**src/rtl/player_motion_ctrl.sv**
```systemverilog
// Player sprite motion: per-key held state, paced horizontal stepping,
// and a ground/rise/fall jump sequencer clamped to the playfield.
module player_motion_ctrl #(
    parameter int X_MIN       = 0,
    parameter int X_MAX       = 1000,
    parameter int X_INIT      = 40,
    parameter int Y_GROUND    = 100,
    parameter int STEP_DIV    = 10,
    parameter int JUMP_HEIGHT = 32
) (
    input  logic        clk,
    input  logic        rst,
    input  logic        key_valid,
    input  logic [6:0]  key_code,
    input  logic        released,
    input  logic        tick,
    output logic [11:0] xpos,
    output logic [11:0] ypos,
    output logic        facing_left,
    output logic        airborne
);

    typedef enum logic [1:0] {
        GROUND = 2'd0,
        RISE   = 2'd1,
        FALL   = 2'd2
    } jump_state_e;

    localparam int DW = (STEP_DIV > 1) ? $clog2(STEP_DIV) : 1;
    localparam int RW = $clog2(JUMP_HEIGHT + 1);

    localparam logic [DW-1:0] DIV_LAST = DW'(STEP_DIV - 1);
    localparam logic [RW-1:0] JH_C     = RW'(JUMP_HEIGHT);
    localparam logic [11:0]   XMIN_C   = 12'(X_MIN);
    localparam logic [11:0]   XMAX_C   = 12'(X_MAX);
    localparam logic [11:0]   XINIT_C  = 12'(X_INIT);
    localparam logic [11:0]   YGND_C   = 12'(Y_GROUND);

    jump_state_e state_q, state_d;
    logic          right_q, right_d;
    logic          left_q, left_d;
    logic          req_q, req_d;
    logic [DW-1:0] div_q, div_d;
    logic [RW-1:0] rise_q, rise_d;
    logic [11:0]   x_q, x_d;
    logic [11:0]   y_q, y_d;
    logic          face_q, face_d;
    logic          air_q, air_d;

    logic is_right, is_left, is_jump;
    logic go_right, go_left;

    always_comb begin
        is_right = (key_code == 7'h44) || (key_code == 7'h64);
        is_left  = (key_code == 7'h41) || (key_code == 7'h61);
        is_jump  = (key_code == 7'h57) || (key_code == 7'h77)
                || (key_code == 7'h20);
        go_right = right_q && !left_q;
        go_left  = left_q && !right_q;
    end

    always_comb begin
        state_d = state_q;
        right_d = right_q;
        left_d  = left_q;
        req_d   = req_q;
        div_d   = div_q;
        rise_d  = rise_q;
        x_d     = x_q;
        y_d     = y_q;
        face_d  = face_q;

        if (key_valid && is_right) right_d = !released;
        if (key_valid && is_left)  left_d  = !released;

        if (tick) begin
            if (!go_right && !go_left) begin
                div_d = '0;
            end else if (div_q == DIV_LAST) begin
                div_d  = '0;
                face_d = go_left;
                if (go_right)
                    x_d = (x_q >= XMAX_C) ? XMAX_C : x_q + 12'd1;
                else
                    x_d = (x_q <= XMIN_C) ? XMIN_C : x_q - 12'd1;
            end else begin
                div_d = div_q + DW'(1);
            end

            unique case (state_q)
                GROUND: begin
                    if (req_q) begin
                        state_d = RISE;
                        req_d   = 1'b0;
                        rise_d  = '0;
                    end
                end
                RISE: begin
                    y_d    = y_q - 12'd1;
                    rise_d = rise_q + RW'(1);
                    if (rise_q + RW'(1) == JH_C) state_d = FALL;
                end
                FALL: begin
                    y_d = y_q + 12'd1;
                    if (y_q + 12'd1 == YGND_C) state_d = GROUND;
                end
                default: state_d = GROUND;
            endcase
        end

        // A request being consumed this tick wins over a coincident press
        if (key_valid && !released && is_jump && state_q == GROUND
            && !(tick && req_q))
            req_d = 1'b1;

        air_d = (state_d != GROUND);
    end

    always_ff @(posedge clk) begin
        if (rst) begin
            state_q <= GROUND;
            right_q <= 1'b0;
            left_q  <= 1'b0;
            req_q   <= 1'b0;
            div_q   <= '0;
            rise_q  <= '0;
            x_q     <= XINIT_C;
            y_q     <= YGND_C;
            face_q  <= 1'b0;
            air_q   <= 1'b0;
        end else begin
            state_q <= state_d;
            right_q <= right_d;
            left_q  <= left_d;
            req_q   <= req_d;
            div_q   <= div_d;
            rise_q  <= rise_d;
            x_q     <= x_d;
            y_q     <= y_d;
            face_q  <= face_d;
            air_q   <= air_d;
        end
    end

    assign xpos        = x_q;
    assign ypos        = y_q;
    assign facing_left = face_q;
    assign airborne    = air_q;

endmodule

```
**config.mk**
```make
export PLATFORM = sky130hd
export DESIGN_NAME = player_motion_ctrl
export DESIGN_NICKNAME = d
export VERILOG_FILES = /design/src/rtl/player_motion_ctrl.sv
export SDC_FILE = /design/constraint.sdc
export NUM_CORES = 1
export LEC_CHECK = 0
export BUFFER_PORTS_ARGS = -buffer_cell sky130_fd_sc_hd__buf_2
export CAP_MARGIN = 20
export CORE_MARGIN = 3
export CORE_UTILIZATION = 35
export DETAILED_ROUTE_END_ITERATION = 7
export PLACE_DENSITY = 0.65
export SYNTH_ARGS = -nofsm -noshare
export SYNTH_HDL_FRONTEND = slang
export SYNTH_SLANG_ARGS = --single-unit
export TNS_END_PERCENT = 20
```
**constraint.sdc**
```tcl
create_clock -name clk -period 2.2 [get_ports clk]
set_clock_uncertainty 0.1 [all_clocks]
set_input_delay 0.11 -clock clk [delete_from_list [all_inputs] [get_ports clk]]
set_output_delay 0.11 -clock clk [all_outputs]
set_load 0.01 [all_outputs]
```
* Word level (Yosys, flattened, before mapping)
Cells that the tools add are included.
** Word-level totals
- Bits in registers :: 41
- Word-level logic and storage cells :: 78
- Bits of input ports :: 12
** Operators by class
- $lt $le $gt $ge :: 2
- Reduce and logical (&&, ||, !) cells :: 30
- $add $sub $neg :: 6
- Multiplexer cells :: 16
- Bitwise operators :: 1
- Equal/unequal tests :: 13
** Operator list (count)
- == test 7 bit (second input constant) :: 6
- 2-to-1 mux 12 bit :: 3
- adder 12 x 1 -> 12 bit (second input constant) :: 2
- one-hot mux 12 bit (2 select lines) :: 1
- subtractor 12 x 1 -> 12 bit (second input constant) :: 2
- == test 12 x 7 -> 1 bit (second input constant) :: 1
- greater-or-equal comparator 12 x 10 -> 1 bit (second input constant) :: 1
- <= comparator 12 x 1 -> 1 bit (second input constant) :: 1
- one-hot mux 6 bit (2 select lines) :: 1
- logical AND 1 bit :: 10
- nonzero test 2 bit :: 5
- 2-to-1 mux 2 bit :: 4
- 2-to-1 mux 4 bit :: 2
- == test 7 x 6 -> 1 bit (second input constant) :: 1
- adder 6 x 1 -> 6 bit (second input constant) :: 1
- == test 6 bit (second input constant) :: 1
- zero test 1 bit :: 6
- 2-to-1 mux 6 bit :: 1
- one-hot mux 2 bit (3 select lines) :: 1
- AND reduction 3 bit :: 2
- adder 4 x 1 -> 4 bit (second input constant) :: 1
- == test 4 bit (second input constant) :: 1
- logical OR 1 bit :: 4
- AND reduction 2 bit :: 2
- 6 further kinds :: 8

* Longest topological paths before layout
Gate-level depths: netlist of run 1.
- Word-level depth :: 8
- Mapped depth :: 9
- Mapped depth without buffers :: 8

* Worst setup path before layout of run 1
Ideal clock, no wire load.
- Kind :: register -> register
- Start :: register state_q[0]
- End :: register y_q[11], in the netlist ypos[11]
- Setup slack :: 0.089 ns
- Clock period less this slack :: 2.111 ns
- Arrival time :: 1.885 ns
- Data required time :: 1.974 ns
- Stages on the path, launching flop included :: 10
- Library setup time :: 0.126 ns
- Buffers on the path :: 1
- Cell sequence :: dfxtp_1 inv_1 ha_1 clkbuf_1 or3_2 nor4_2 nand2_1 a21oi_2 xnor2_1 nor2_1
** Between the ends
- Cells in the longest elaborated chain, start to end :: 3
** RTL lines
- start, declared :: RTL line 39 : jump_state_e state_q, state_d;
- start signal, assigned :: RTL line 132 : state_q <= state_d;
- == test 2 bit / == test 2 x 1 -> 1 bit (equally long branches) :: RTL line 90 : unique case (state_q)
- nonzero test 2 bit (no line)
- AND reduction 2 bit (no line)
- end signal, assigned :: RTL line 139 : y_q <= y_d;
- end, declared :: RTL line 46 : logic [11:0] y_q, y_d;
Several ways; a longest one is shown, not always the timed one.
A chain may end at the register's enable or synchronous reset.

* Worst setup path after layout of run 1
- Start :: register y_q[2], in the netlist ypos[2]
- End :: register y_q[8], in the netlist ypos[8]
** Between the ends
- Cells in the longest elaborated chain, start to end :: 2
** RTL lines (RTL line)
- adder 12 x 1 -> 12 bit / subtractor 12 x 1 -> 12 bit (equally long branches) :: 104, 99
- one-hot mux 12 bit (2 select lines) (*) :: 90
Every way passes the cells marked *; elsewhere a longest branch is shown, timed or not.

==> run metrics, run 1 <==
largest net degree at the start of global routing 18; # IOs 38; Worst Path Max Fanout 11; Vias per Instance 5.51; ys async rst share 0; fin worst setup slack 0.156 ns; fmax 0.489 GHz; non-filler instance count after layout 512; max cap viols 0; Worst Path Class, Setup reg2reg; die span in x 94.3 um; Fillers around 780; Largest stage delay, worst path about 0.63 ns; final setup fails 0; CP Cell Sequence or4_4 -> nor3_2 -> a21oi_1 -> or3_1 -> a21oi_1; synth-to-layout area growth 17.1%; Pwr Total 1.29 mW; Critical Path RT 2.32 ns; CP endpoint kind register; layout cells sized above 1 0.186; Ys Warns 0; initial antenna violation count 0; Port Buffers 37; top_reg_cell synth dfxtp_1; Worst-Skew Late Latency 0.29 ns; Vias about 2,800; pre-CTS setup slack 0.130 ns; Detailed Routing Iterations Pass 1 4; CP Launch Type register; register area 821 um2; global-route wire length before repair around 12 mm; EDFF count, synth 0; post-route ant nets 0; final hold violation count 0; register area share after synthesis 0.301; H-tree Lvls 2; n_diodes 0; TritonCTS clock tree yes; starting density of the core 0.369; Core ar. 7410 um2; number of global-route vias before repair 2,568; total track usage 0.166; drc violations 0; Netlist Area Pre-Place about 2700 um2; Rel. slew slack 0.583; die area 8900 um2; P per Cell Area about 400 nW/um2; Placed Cells 503; cell count after synthesis 362; Slew Limit Fails 0; area occupied by multi-input gates 1770 um2; clock sinks 41; aggregate global routing overflow 0; CTS max path bufs 2; Clk Tree Root Cell clkbuf_8; period utilization 0.929; Hold Path Class in2reg; HPWL Detailed 5.19 mm; status finished, final reports clean; Synth Register Bits 41; Total Wirelength 7.05 mm; final net count 438; critical path's slowest cell or4_4; Synth Net Count roughly 390; VDD IR max between 0.3 and 0.4 mV; Synth cell types 62; unrepaired setup endpoints after global routing no; initial DRC count between 100 and 150; Tmin final about 2 ns; Worst Max-Slew Pin Slew 0.610 ns; Reg clk slew, reported paths 0.08 ns; Fin Setup TNS 0 ns; GPL Wtd Cong 0.985; critical path arrival 2.17 ns; hold slack approximately 0.056 ns; Post-CTS Setup Inserts 0; Die Span Y 94.3 um; total CTS buffers 5; row count 31; synthesized area per cell ~7.5 um2; DR WL/cell approximately 14 um; Crit path top cell by count a21oi_1; Leakage 1.18 nW
==> critical path: cells and delay by family (launching register included) <==
kind,cells,cell delay (ns)
DFF,1,0.43
AOI/OAI and AO/OA,2,0.26
and+or+nand+nor,3,1.19
==> synthesized netlist by cell type (3+ instances only) <==
cell type  number  area (um2)
o32ai_1         3        26.3
ha_1           14         175
or3_1           5        31.3
nor2_1         48         180
dfxtp_1        41         821
a21oi_1        33         165
nand2_1        37         139
a211oi_1        5        37.5
nor3b_1         4        30.0
clkbuf_1        6        22.5
xnor2_1        11        96.3
buf_6           3        33.8
nor3_1         11        55.1
inv_1          17        63.8
o21ai_0        24         120
o22ai_1         3        18.8
nand4_1         5        31.3
xor2_1          4        35.0
or2_2           3        18.8
nand3_1        16        80.1
and3_1          6        37.5
a31oi_1         4        25.0
o211ai_1        3        22.5
nor4b_1         3        26.3
==> metrics by stage <==
step           utilization  area [um2]
2_1_floorplan            -        2730
3_3_place_gp         0.417        3090
3_5_place_dp         0.417        3090
4_1_cts              0.429        3180
5_1_grt              0.432        3200
6_report             0.432        3200
==> layout by cell type, fill, tap and decap left out, types with 2 or more instances in the layout <==
cell type / instances
a211oi_1: 5
a21o_1: 2
a21oi_1: 33
a221oi_1: 2
a31oi_1: 4
a32o_1: 2
a32oi_1: 2
and2_1: 2
and3_1: 6
and4_1: 2
buf_2: 37
buf_4: 20
clkbuf_1: 3
clkbuf_8: 5
dfxtp_1: 41
ha_1: 14
inv_1: 17
nand2_1: 37
nand2b_1: 2
nand3_1: 16
nand3b_1: 2
nand4_1: 5
nor2_1: 48
nor3_1: 10
nor3_2: 3
nor3b_1: 4
nor4_1: 2
nor4b_1: 3
o211ai_1: 3
o21ai_0: 24
o221ai_1: 2
o22ai_1: 3
o32ai_1: 3
o41ai_1: 2
or2_2: 3
or3_1: 5
xnor2_1: 11
xor2_1: 4
==> logic make-up after synthesis <==
family / after synthesis / synth area share
and+or+nand+nor: 160 / 0.297
DFF: 41 / 0.301
xor gates and xnor gates: 15 / 0.0481
adders and majority gates: 14 / 0.0641
buffers and inverters: 32 / 0.0595
muxes: 1 / 0.00366
AOI/OAI and AO/OA: 99 / 0.227
==> registers in the layout, summed over array words and instances (netlist names) <==
signal       cells
airborne         1
div_q            4
facing_left      1
left_q           1
req_q            1
right_q          1
rise_q           6
state_q          2
xpos            12
ypos            12
==> final cells by class <==
type	instances	area share
Multi-Input combinational cell	289	0.552
Sequential cell	41	0.257
Timing Repair Buffer	58	0.108
Tap cell	99	0.0387
Clock buffer	8	0.0250
Inverter	17	0.0199
==> timing repair <==
item,4_1_cts,5_1_grt
hold endpoints to repair,2,0
hold buffers,1,0
gates resized for setup,0,3
endpoints found under the setup margin,0,3
==> per-layer routing <==
layer | vias up | part of all wire | global-route usage
met1 | 1298 | 0.46 | 0.224
met5 | - | 0 | 0
li1 | 1413 | - | -
met4 | 0 | 0.012 | 0.0433
met3 | 13 | 0.062 | 0.0335
met2 | 97 | 0.46 | 0.270
==> final timing paths <==
path          startpoint  slack (ns)  depth (start not counted)          end
min          key_code[2]        0.06                          4       left_q
max              ypos[2]        0.16                          5      ypos[8]
min reg2reg  facing_left        0.36                          2  facing_left
max reg2reg      ypos[2]        0.16                          5      ypos[8]
==> power breakdown <==
group / switching (mW) / internal (mW) / total, mW
combinational: 0.0346 / 0.0211 / 0.0557
sequential: 0.00530 / 0.744 / 0.749
clock: 0.260 / 0.226 / 0.486
total: 0.300 / 0.991 / 1.29
No activity file was read; power rests on OpenSTA's default activity.
==> run 2: changes to the inputs <==
Settings changed: PLACE_DENSITY 0.65 to unset, PLACE_DENSITY_LB_ADDON set to 0.2.
==> run metrics, run 2 (same netlist as run 1, synthesis figures left out) <==
status finished, final reports clean (unchanged); # IOs 38 (unchanged); number of global-route vias before repair 2,631 (was 2,568); Hold Path Class in2reg (unchanged); max cap viols 0 (unchanged); VDD IR max 0.273 mV (was 0.313 mV); largest net degree at the start of global routing 25 (was 18); TritonCTS clock tree yes (unchanged); Port Buffers 37 (unchanged); Critical Path RT 2.32 ns (about the same); Post-CTS Setup Inserts 0 (unchanged); fmax 0.482 GHz (was 0.489 GHz); clock sinks 41 (unchanged); unrepaired setup endpoints after global routing no (unchanged); Rel. slew slack 0.543 (was 0.583); aggregate global routing overflow 0 (unchanged); CP Launch Type register (unchanged); drc violations 0 (unchanged); Total Wirelength 7.20 mm (was 7.05 mm); synth-to-layout area growth 20.0% (was 17.1%); Worst-Skew Late Latency 0.29 ns (about the same); Clk Tree Root Cell clkbuf_8 (unchanged); most common cell after layout, fill and taps aside nor2_1 (unchanged); die span in x 94.3 um (unchanged); Slew Limit Fails 0 (unchanged); Worst Max-Slew Pin Slew 0.668 ns (was 0.610 ns); most frequent cells in the layout 48 x nor2_1, 38 x dfxtp_1, 37 x nand2_1, 37 x buf_2, 33 x a21oi_1 (was 48 x nor2_1, 41 x dfxtp_1, 37 x nand2_1, 37 x buf_2, 33 x a21oi_1); Reg clk slew, reported paths 0.08 ns (about the same); Tmin final 2.08 ns (was 2.04 ns); CP endpoint kind register (unchanged); Vias 2,835 (was 2,821); Leakage 1.23 nW (was 1.18 nW); cell area after placement 3130 um2 (was 3090 um2); starting density of the core 0.369 (unchanged); H-tree Lvls 2 (unchanged); Vias per Instance 5.49 (was 5.51); global-route wire length before repair 12.3 mm (was 12.0 mm); HPWL Detailed 5.35 mm (was 5.19 mm); total track usage 0.168 (was 0.166); die area 8900 um2 (unchanged); Die Span Y 94.3 um (unchanged); post-route ant nets 0 (unchanged); critical path arrival 2.20 ns (was 2.17 ns); initial DRC count 120 (was 123); initial antenna violation count 0 (unchanged); total CTS buffers 5 (unchanged); Worst Path Max Fanout 10 (was 11); final net count 442 (was 438); CTS max path bufs 2 (unchanged); Fin Setup TNS 0 ns (unchanged); layout cells sized above 1 0.206 (was 0.186); n_diodes 0 (unchanged); P per Cell Area 439 nW/um2 (was 403 nW/um2); row count 31 (unchanged); Detailed Routing Iterations Pass 1 5 (was 4); final setup fails 0 (unchanged); GPL Wtd Cong 0.948 (was 0.985); Core ar. 7410 um2 (unchanged); Worst Path Class, Setup reg2reg (unchanged); period utilization 0.943 (was 0.929); DR WL/cell 14.0 um (was 13.8 um); design area 3280 um2 (was 3200 um2); final hold violation count 0 (unchanged)
==> run 2: final cells by class <==
class | count | area, um2
Sequential cell | 41 | 825
Multi-Input combinational cell | 289 | 1760
Clock inverter | 1 | 30.0
Timing Repair Buffer | 62 | 388
Inverter | 17 | 63.8
Fill cell | 745 | 4130
Tap cell | 99 | 124
Clock buffer | 7 | 86.3
==> run 2: worst max-delay path, cell delays in order (launching register included) <==
cell      delay, ns
dfxtp_1        0.40
inv_1          0.09
ha_1           0.21
buf_4          0.17
nand2b_1       0.20
nor3_2         0.26
a21oi_1        0.12
or3_1          0.31
a21oi_1        0.14
==> run 2: worst paths after layout <==
| kind | from | endpoint | slack [ns] | cells past startpoint |
|---|---|---|---|---|
| worst max-delay path | state_q[0] | ypos[10] | 0.12 | 8 |
| worst min-delay path | key_code[0] | right_q | 0.08 | 4 |
| worst max register to register | state_q[0] | ypos[10] | 0.12 | 8 |
| worst min register to register | facing_left | facing_left | 0.36 | 2 |
==> run 2: power by group <==
| group | switching [mW] | internal, mW | total, mW |
|---|---|---|---|
| registers | 0.00568 | 0.744 | 0.749 |
| clock network | 0.261 | 0.370 | 0.632 |
| logic | 0.0348 | 0.0225 | 0.0573 |
| total | 0.302 | 1.14 | 1.44 |
==> run 2: stage by stage <==
step	power, mW	utilization	hold slack (ns)	setup slack (ns)	std cells
6_report	1.44	0.442	0.0764	0.125	516
4_1_cts	1.47	0.440	0.0638	0.123	516
3_3_place_gp	0.822	0.423	0.233	0.195	507
2_1_floorplan	0.799	-	0.106	0.0894	362
5_1_grt	1.50	0.442	0.0992	0.00625	516
3_5_place_dp	0.823	0.423	0.240	0.142	507
==> run 2: layer usage <==
layer	GRT usage	routed length [um]	vias to the layer above
met3	0.0295	441	14
li1	-	-	1423
met2	0.283	3320	109
met1	0.218	3300	1289
met4	0.0542	141	0
met5	0	0	-
==> run 2: timing repair <==
action,4_1_cts,5_1_grt
gates resized for setup,0,5
endpoints found under the setup margin,0,3
hold endpoints to repair,2,0
hold buffers,1,0
